## src/rtl/mux2_rr_arbiter.sv

```systemverilog
// Two-source round-robin arbiter driving a 2:1 mux select and a one-entry output register.
// Define MUX2_ARB_STATS_EN to add saturating per-source accepted-word counters.
module mux2_rr_arbiter #(
  parameter int WIDTH = 8
) (
  input  logic             clk_i,
  input  logic             rst_i,
  input  logic             a_valid_i,
  input  logic [WIDTH-1:0] a_data_i,
  output logic             a_ready_o,
  input  logic             b_valid_i,
  input  logic [WIDTH-1:0] b_data_i,
  output logic             b_ready_o,
  output logic             sel_o,
  output logic             y_valid_o,
  output logic [WIDTH-1:0] y_data_o,
`ifdef MUX2_ARB_STATS_EN
  output logic [15:0]      a_count_o,
  output logic [15:0]      b_count_o,
`endif
  input  logic             y_ready_i
);

  typedef enum logic {EMPTY, FULL} state_e;

  state_e           state_q, state_d;
  logic [WIDTH-1:0] data_q, data_d;
  logic             sel_q, sel_d;
  logic             last_q, last_d;
  logic             load;
  logic             grantA;
  logic             grantB;

  assign load = (state_q == EMPTY) | y_ready_i;

  // last_q = 1 means B won most recently, so A takes the next tie.
  always_comb begin
    grantA = 1'b0;
    grantB = 1'b0;
    if (load && !rst_i) begin
      if (a_valid_i && !b_valid_i) begin
        grantA = 1'b1;
      end else if (b_valid_i && !a_valid_i) begin
        grantB = 1'b1;
      end else if (a_valid_i && b_valid_i) begin
        grantA = last_q;
        grantB = !last_q;
      end
    end
  end

  assign a_ready_o = grantA;
  assign b_ready_o = grantB;

  always_comb begin
    state_d = state_q;
    data_d  = data_q;
    sel_d   = sel_q;
    last_d  = last_q;
    if (grantA || grantB) begin
      state_d = FULL;
      data_d  = grantB ? b_data_i : a_data_i;
      sel_d   = grantB;
      last_d  = grantB;
    end else if (y_ready_i) begin
      state_d = EMPTY;
    end
  end

  always_ff @(posedge clk_i) begin
    if (rst_i) begin
      state_q <= EMPTY;
      data_q  <= '0;
      sel_q   <= 1'b0;
      last_q  <= 1'b1;
    end else begin
      state_q <= state_d;
      data_q  <= data_d;
      sel_q   <= sel_d;
      last_q  <= last_d;
    end
  end

  assign y_valid_o = (state_q == FULL);
  assign y_data_o  = data_q;
  assign sel_o     = sel_q;

`ifdef MUX2_ARB_STATS_EN
  logic [15:0] a_count_q, a_count_d;
  logic [15:0] b_count_q, b_count_d;

  always_comb begin
    a_count_d = a_count_q;
    b_count_d = b_count_q;
    if (grantA && a_count_q != 16'hFFFF) a_count_d = a_count_q + 16'd1;
    if (grantB && b_count_q != 16'hFFFF) b_count_d = b_count_q + 16'd1;
  end

  always_ff @(posedge clk_i) begin
    if (rst_i) begin
      a_count_q <= '0;
      b_count_q <= '0;
    end else begin
      a_count_q <= a_count_d;
      b_count_q <= b_count_d;
    end
  end

  assign a_count_o = a_count_q;
  assign b_count_o = b_count_q;
`endif

endmodule

```

## config.mk

```make
export PLATFORM = sky130hd
export DESIGN_NAME = mux2_rr_arbiter
export DESIGN_NICKNAME = d
export VERILOG_FILES = /design/src/rtl/mux2_rr_arbiter.sv
export SDC_FILE = /design/constraint.sdc
export NUM_CORES = 1
export LEC_CHECK = 0
export ABC_AREA = 1
export BUFFER_PORTS_ARGS = -buffer_cell sky130_fd_sc_hd__buf_4
export CAP_MARGIN = 20
export CORE_MARGIN = 2
export CORE_UTILIZATION = 40
export CTS_CLUSTER_DIAMETER = 30
export DETAILED_ROUTE_END_ITERATION = 10
export PLACE_DENSITY_LB_ADDON = 0.08
export SYNTH_ARGS = -nofsm -noshare
export SYNTH_HDL_FRONTEND = slang
export SYNTH_SLANG_ARGS = --single-unit
```

## constraint.sdc

```tcl
create_clock -name clk_i -period 1.3 [get_ports clk_i]
set_clock_uncertainty 0.2 [all_clocks]
set_input_delay 0 -clock clk_i [delete_from_list [all_inputs] [get_ports clk_i]]
set_output_delay 0 -clock clk_i [all_outputs]
set_load 0.02 [all_outputs]
```

Word level (Yosys, flattened, before mapping). Index checks and enable logic that the tools add are counted.

Output and inout port bits: 12. Input bits: 21. Register bits: 11. Logic and storage cells: 27.

Reduce and logical (&&, ||, !) cells: 10. Bitwise gates (word level): 2. Multiplexer cells: 11.

Operator list (number): $mux W1 (10); $mux W8 (1); $logic_and A1 B1 Y1 (4); $logic_not A1 Y1 (4); $reduce_bool A2 Y1 (1); $logic_or A1 B1 Y1 (1); $not A1 Y1 (1); $or A1 B1 Y1 (1).

Depth between registers and ports, before layout.
Depth after elaboration: 7. Mapped depth: 7. Depth with buffers taken out: 7.

Least setup slack after synthesis. OpenSTA, ideal clock, no wires.

Path type: register -> register. From: register state_q, in the netlist y_valid_o. To: register data_q[0], in the netlist y_data_o[0]. Period minus slack after synthesis: 1.375 ns. Arrival: 1.063 ns. Setup time: 0.111 ns. Cell stages (with the launch flop): 7. Path buffers: 1. Data required time: 0.989 ns. Slack: -0.075 ns. Cells stage by stage: dfxtp_1 nand2_1 nand4_4 clkbuf_8 nor2_1 nor2_1 nor2_1.

Longest elaborated chain between the ends: 5. Elaborated cells between the ends (all ways): 7. Those cells by class: mux (3); bitwise (2); reduce/logical (2).

RTL lines: start, declared (RTL line 26) `state_e state_q, state_d;`; start signal, assigned (RTL line 77) `state_q <= state_d;`; $not A1 Y1 * (RTL line 34) `assign load = (state_q == EMPTY) | y_ready_i;`; $or A1 B1 Y1 * (RTL line 34); $logic_and A1 B1 Y1 * (RTL line 40) `if (load && !rst_i) begin`; $mux W1 (RTL line 40); $mux W8 / $logic_or A1 B1 Y1 (equally long branches) (RTL line 62, 60); end signal, assigned (RTL line 78) `data_q <= data_d;`; end, declared (RTL line 27) `logic [WIDTH-1:0] data_q, data_d;`.

Every way passes the cells marked *; elsewhere a longest branch is shown, timed or not. A chain may end at the register's enable or synchronous reset.

Worst setup path in the final report.
From: register last_q. To: register data_q[6], in the netlist y_data_o[6].

Longest elaborated chain between the ends: 6. Elaborated cells between the ends (all ways): 11. Those cells by class: mux (9); reduce/logical (2).

RTL lines: start, declared (RTL line 29) `logic last_q, last_d;`; start signal, assigned (RTL line 80) `last_q <= last_d;`; $logic_not A1 Y1 (RTL line 47) `grantB = !last_q;`; $mux W1 (RTL line 45) `end else if (a_valid_i && b_valid_i) begin`; $mux W1 (RTL line 43) `end else if (b_valid_i && !a_valid_i) begin`; $mux W1 (RTL line 41) `if (a_valid_i && !b_valid_i) begin`; $mux W1 (RTL line 40); $mux W8 / $logic_or A1 B1 Y1 (equally long branches) (RTL line 62, 60).

Parallel ways exist; a longest one is shown, timed or not.

==> impl_results.md <==
* Status: finished, violations left
* Violated checks: hold timing, setup timing
* GR Layer Usage met3 at 0.01190
* CP Data Arrival Time at 1340 ps
* Final nets at 193
* Grt peak-use layer: met2
* GRT Util Overall at 0.2238
* DIE HEIGHT at between 40 and 50 µm
* Core footprint at ~1700 µm²
* GRT met1 Usage at 0.2405
* Vias per cell at 4.840
* Max-cap violations at 0
* FF/Latch Area at 227.7 µm²
* Vias at 910
* Port Buf Inserts at 32
* Final hold vios at 2
* Diodes inserted at 0
* Place WS at -75.25 ps
* Hold Crit Class: in -> reg
* Grt total ovfl at 0
* Seq cells post-synth at 11
* Insertion delay to the later sink of the worst-skew pair at ~270 ps
* Setup-failing EPs final at 9
* Initial antenna violation count at 0
* Final WL at ~2.3 mm
* Maximum VDD drop at 0.4807 mV
* DR pass1 iterations at 4
* Final Cell Area at 1351 µm²
* 1st-iter DRT viols at 8
* Final WS setup at -65.41 ps
* Die W at 45.86 µm
* Sequential fraction of the synthesis area at 0.3143
* Avg WL per Cell at about 12 µm
* Crit. End Element: register
* Fillers at 129
* Largest net degree at the start of global routing at 11
* Worst EP required at 1270 ps
* Crit-path max FO at 8
* CTS tree: done
* Vias in the first global route at 775
* DR DRC count at 0
* Max clock buf depth at 2
* Leakage at 0.0007364 µW
* Cells after synthesis at 108
* FP Rows at 15
* Ys Warns at 0
* Placement Cell Area at 991.0 µm²
* RSZ-0062 raised after global routing: yes
* Multi-input gate area at 431.7 µm²
* Layout cells sized above 1 at 0.3801
* H-tree depth at 1
* CTS Buf Count at 3
* Hold_buf cts at 18
* Post-DP HPWL at approximately 1.2 mm
* Root Driver: clkbuf_4
* CP Launch Type: register
* Max frequency at 732.4 MHz
* Max Slew Vio Count at 0
* Global routing met2 resource utilization at 0.4167
* First-pass GRT wire length at approximately 3.3 mm
* Count of different cell masters after synthesis at 16
* Syn_nets at 129
* Power per cell area at 782.5 nW/µm²
* Ports at 33
* Setup CP Type: reg -> reg
* Post-route ant nets at 0
* Layout area overhead at 92.86%
* GP Congestion at 0.6995
* Max-slew headroom at 0.8399
* Initial core utilization at 0.4148
* Die Area at 2103 µm²
* Clk slew on worst S/H paths at 70 ps
* Worst-margin pin slew at approximately 240 ps
* Fin Hold WS at -96.35 ps
* Minimum clock period after layout at between 1000 and 1500 ps
* Post-Syn Area at 700.7 µm²
* Syn_area_per_cell at 6.488 µm²
* Clock sink total at 11
* Core Util, Final at 0.8000
* Period utilization at 1.050
-- worst paths after layout --
kind | start | to | slack [ps] | depth (start not counted)
max | last_q | y_data_o[6] | -70 | 7
min | b_valid_i | y_valid_o | -100 | 3
max reg2reg | last_q | y_data_o[6] | -70 | 7
min reg2reg | sel_o | sel_o | 260 | 2
-- critical path, stage by stage (launching register included) --
cell and delay (ps):
dfxtp_4 380, inv_4 50, nand2_2 70, nand2_2 80, a21oi_4 240, nand2_1 80
nor2_1 120, nor2_1 50
-- flip-flops by register name, summed over array words and instances (netlist names) --
| name | flops |
|---|---|
| last_q | 1 |
| sel_o | 1 |
| y_data_o | 8 |
| y_valid_o | 1 |
-- routing by layer --
| metal | up-vias | share of wire |
|---|---|---|
| met5 | - | 0 |
| met4 | 0 | 0.038 |
| met3 | 10 | 0.045 |
| met2 | 39 | 0.54 |
| met1 | 409 | 0.38 |
| li1 | 452 | - |
-- area by class of cell --
type	instances	share of cell area
well taps	17	0.01574
flip-flops and latches	11	0.1685
repair buffers	62	0.4139
inverters	22	0.06296
multi-input cells	72	0.3194
clock buffers	4	0.01944
-- cells in the mapped netlist --
library cell,count,share of area
o21bai_1,8,0.086
a31oi_1,1,0.0089
buf_2,1,0.0071
dfxtp_1,11,0.31
nor2_1,23,0.12
nand3_1,2,0.014
a21oi_1,2,0.014
nand4_4,1,0.030
inv_1,22,0.12
nor2_2,1,0.0089
nand2_2,2,0.018
a21oi_4,1,0.023
nand2_1,23,0.12
clkbuf_1,1,0.0054
nand3b_1,8,0.086
clkbuf_8,1,0.020
-- cell families (layout without fill, tap and decap cells) --
kind of cell,after synthesis,after routing,synth area share
and+or+nand+nor,60,60,0.4036
buffers and inverters,25,88,0.1500
AOI/OAI and AO/OA,12,12,0.1322
DFF,11,11,0.3143
-- repair_timing --
| action | in CTS | in global routing |
|---|---|---|
| setup endpoints to repair | 11 | 11 |
| setup buffers | 8 | 1 |
| hold endpoints to repair | 10 | 2 |
| resized for setup | 9 | 14 |
| pin swaps | 6 | 11 |
-- stage by stage --
stage,TNS (ps),power (µW),std cells
floorplan,0,570.4,108
global placement,-255.6,705.2,157
detailed placement,-426.4,708.8,157
CTS,-81.57,1028,187
global route,-1178,1124,188
finish,-394.6,1057,188
-- power breakdown --
group | leakage [µW] | internal, µW | total, µW | switching [µW]
combinational | 0.000630 | 227 | 427 | 200
sequential | 0.0000916 | 368 | 389 | 20.4
clock | 0.0000150 | 119 | 242 | 123
-- layout by cell type (no fill, tap or decap) --
| cell | netlist | final |
|---|---|---|
| a21oi_2 | 0 | 1 |
| a21oi_4 | 1 | 2 |
| a31oi_1 | 1 | 1 |
| buf_12 | 0 | 3 |
| buf_4 | 0 | 38 |
| buf_6 | 0 | 3 |
| clkbuf_1 | 1 | 1 |
| clkbuf_4 | 0 | 3 |
| dfxtp_1 | 11 | 9 |
| dfxtp_4 | 0 | 2 |
| dlygate4sd3_1 | 0 | 18 |
| inv_1 | 22 | 19 |
| inv_2 | 0 | 2 |
| inv_4 | 0 | 1 |
| nand2_1 | 23 | 18 |
| nand2_2 | 2 | 2 |
| nand2_4 | 0 | 5 |
| nand3_1 | 2 | 2 |
| nand3b_1 | 8 | 8 |
| nand4_4 | 1 | 1 |
| nor2_1 | 23 | 23 |
| nor2_2 | 1 | 1 |
| o21bai_1 | 8 | 7 |
| o21bai_2 | 0 | 1 |
(Power assumes the default switching activity.)
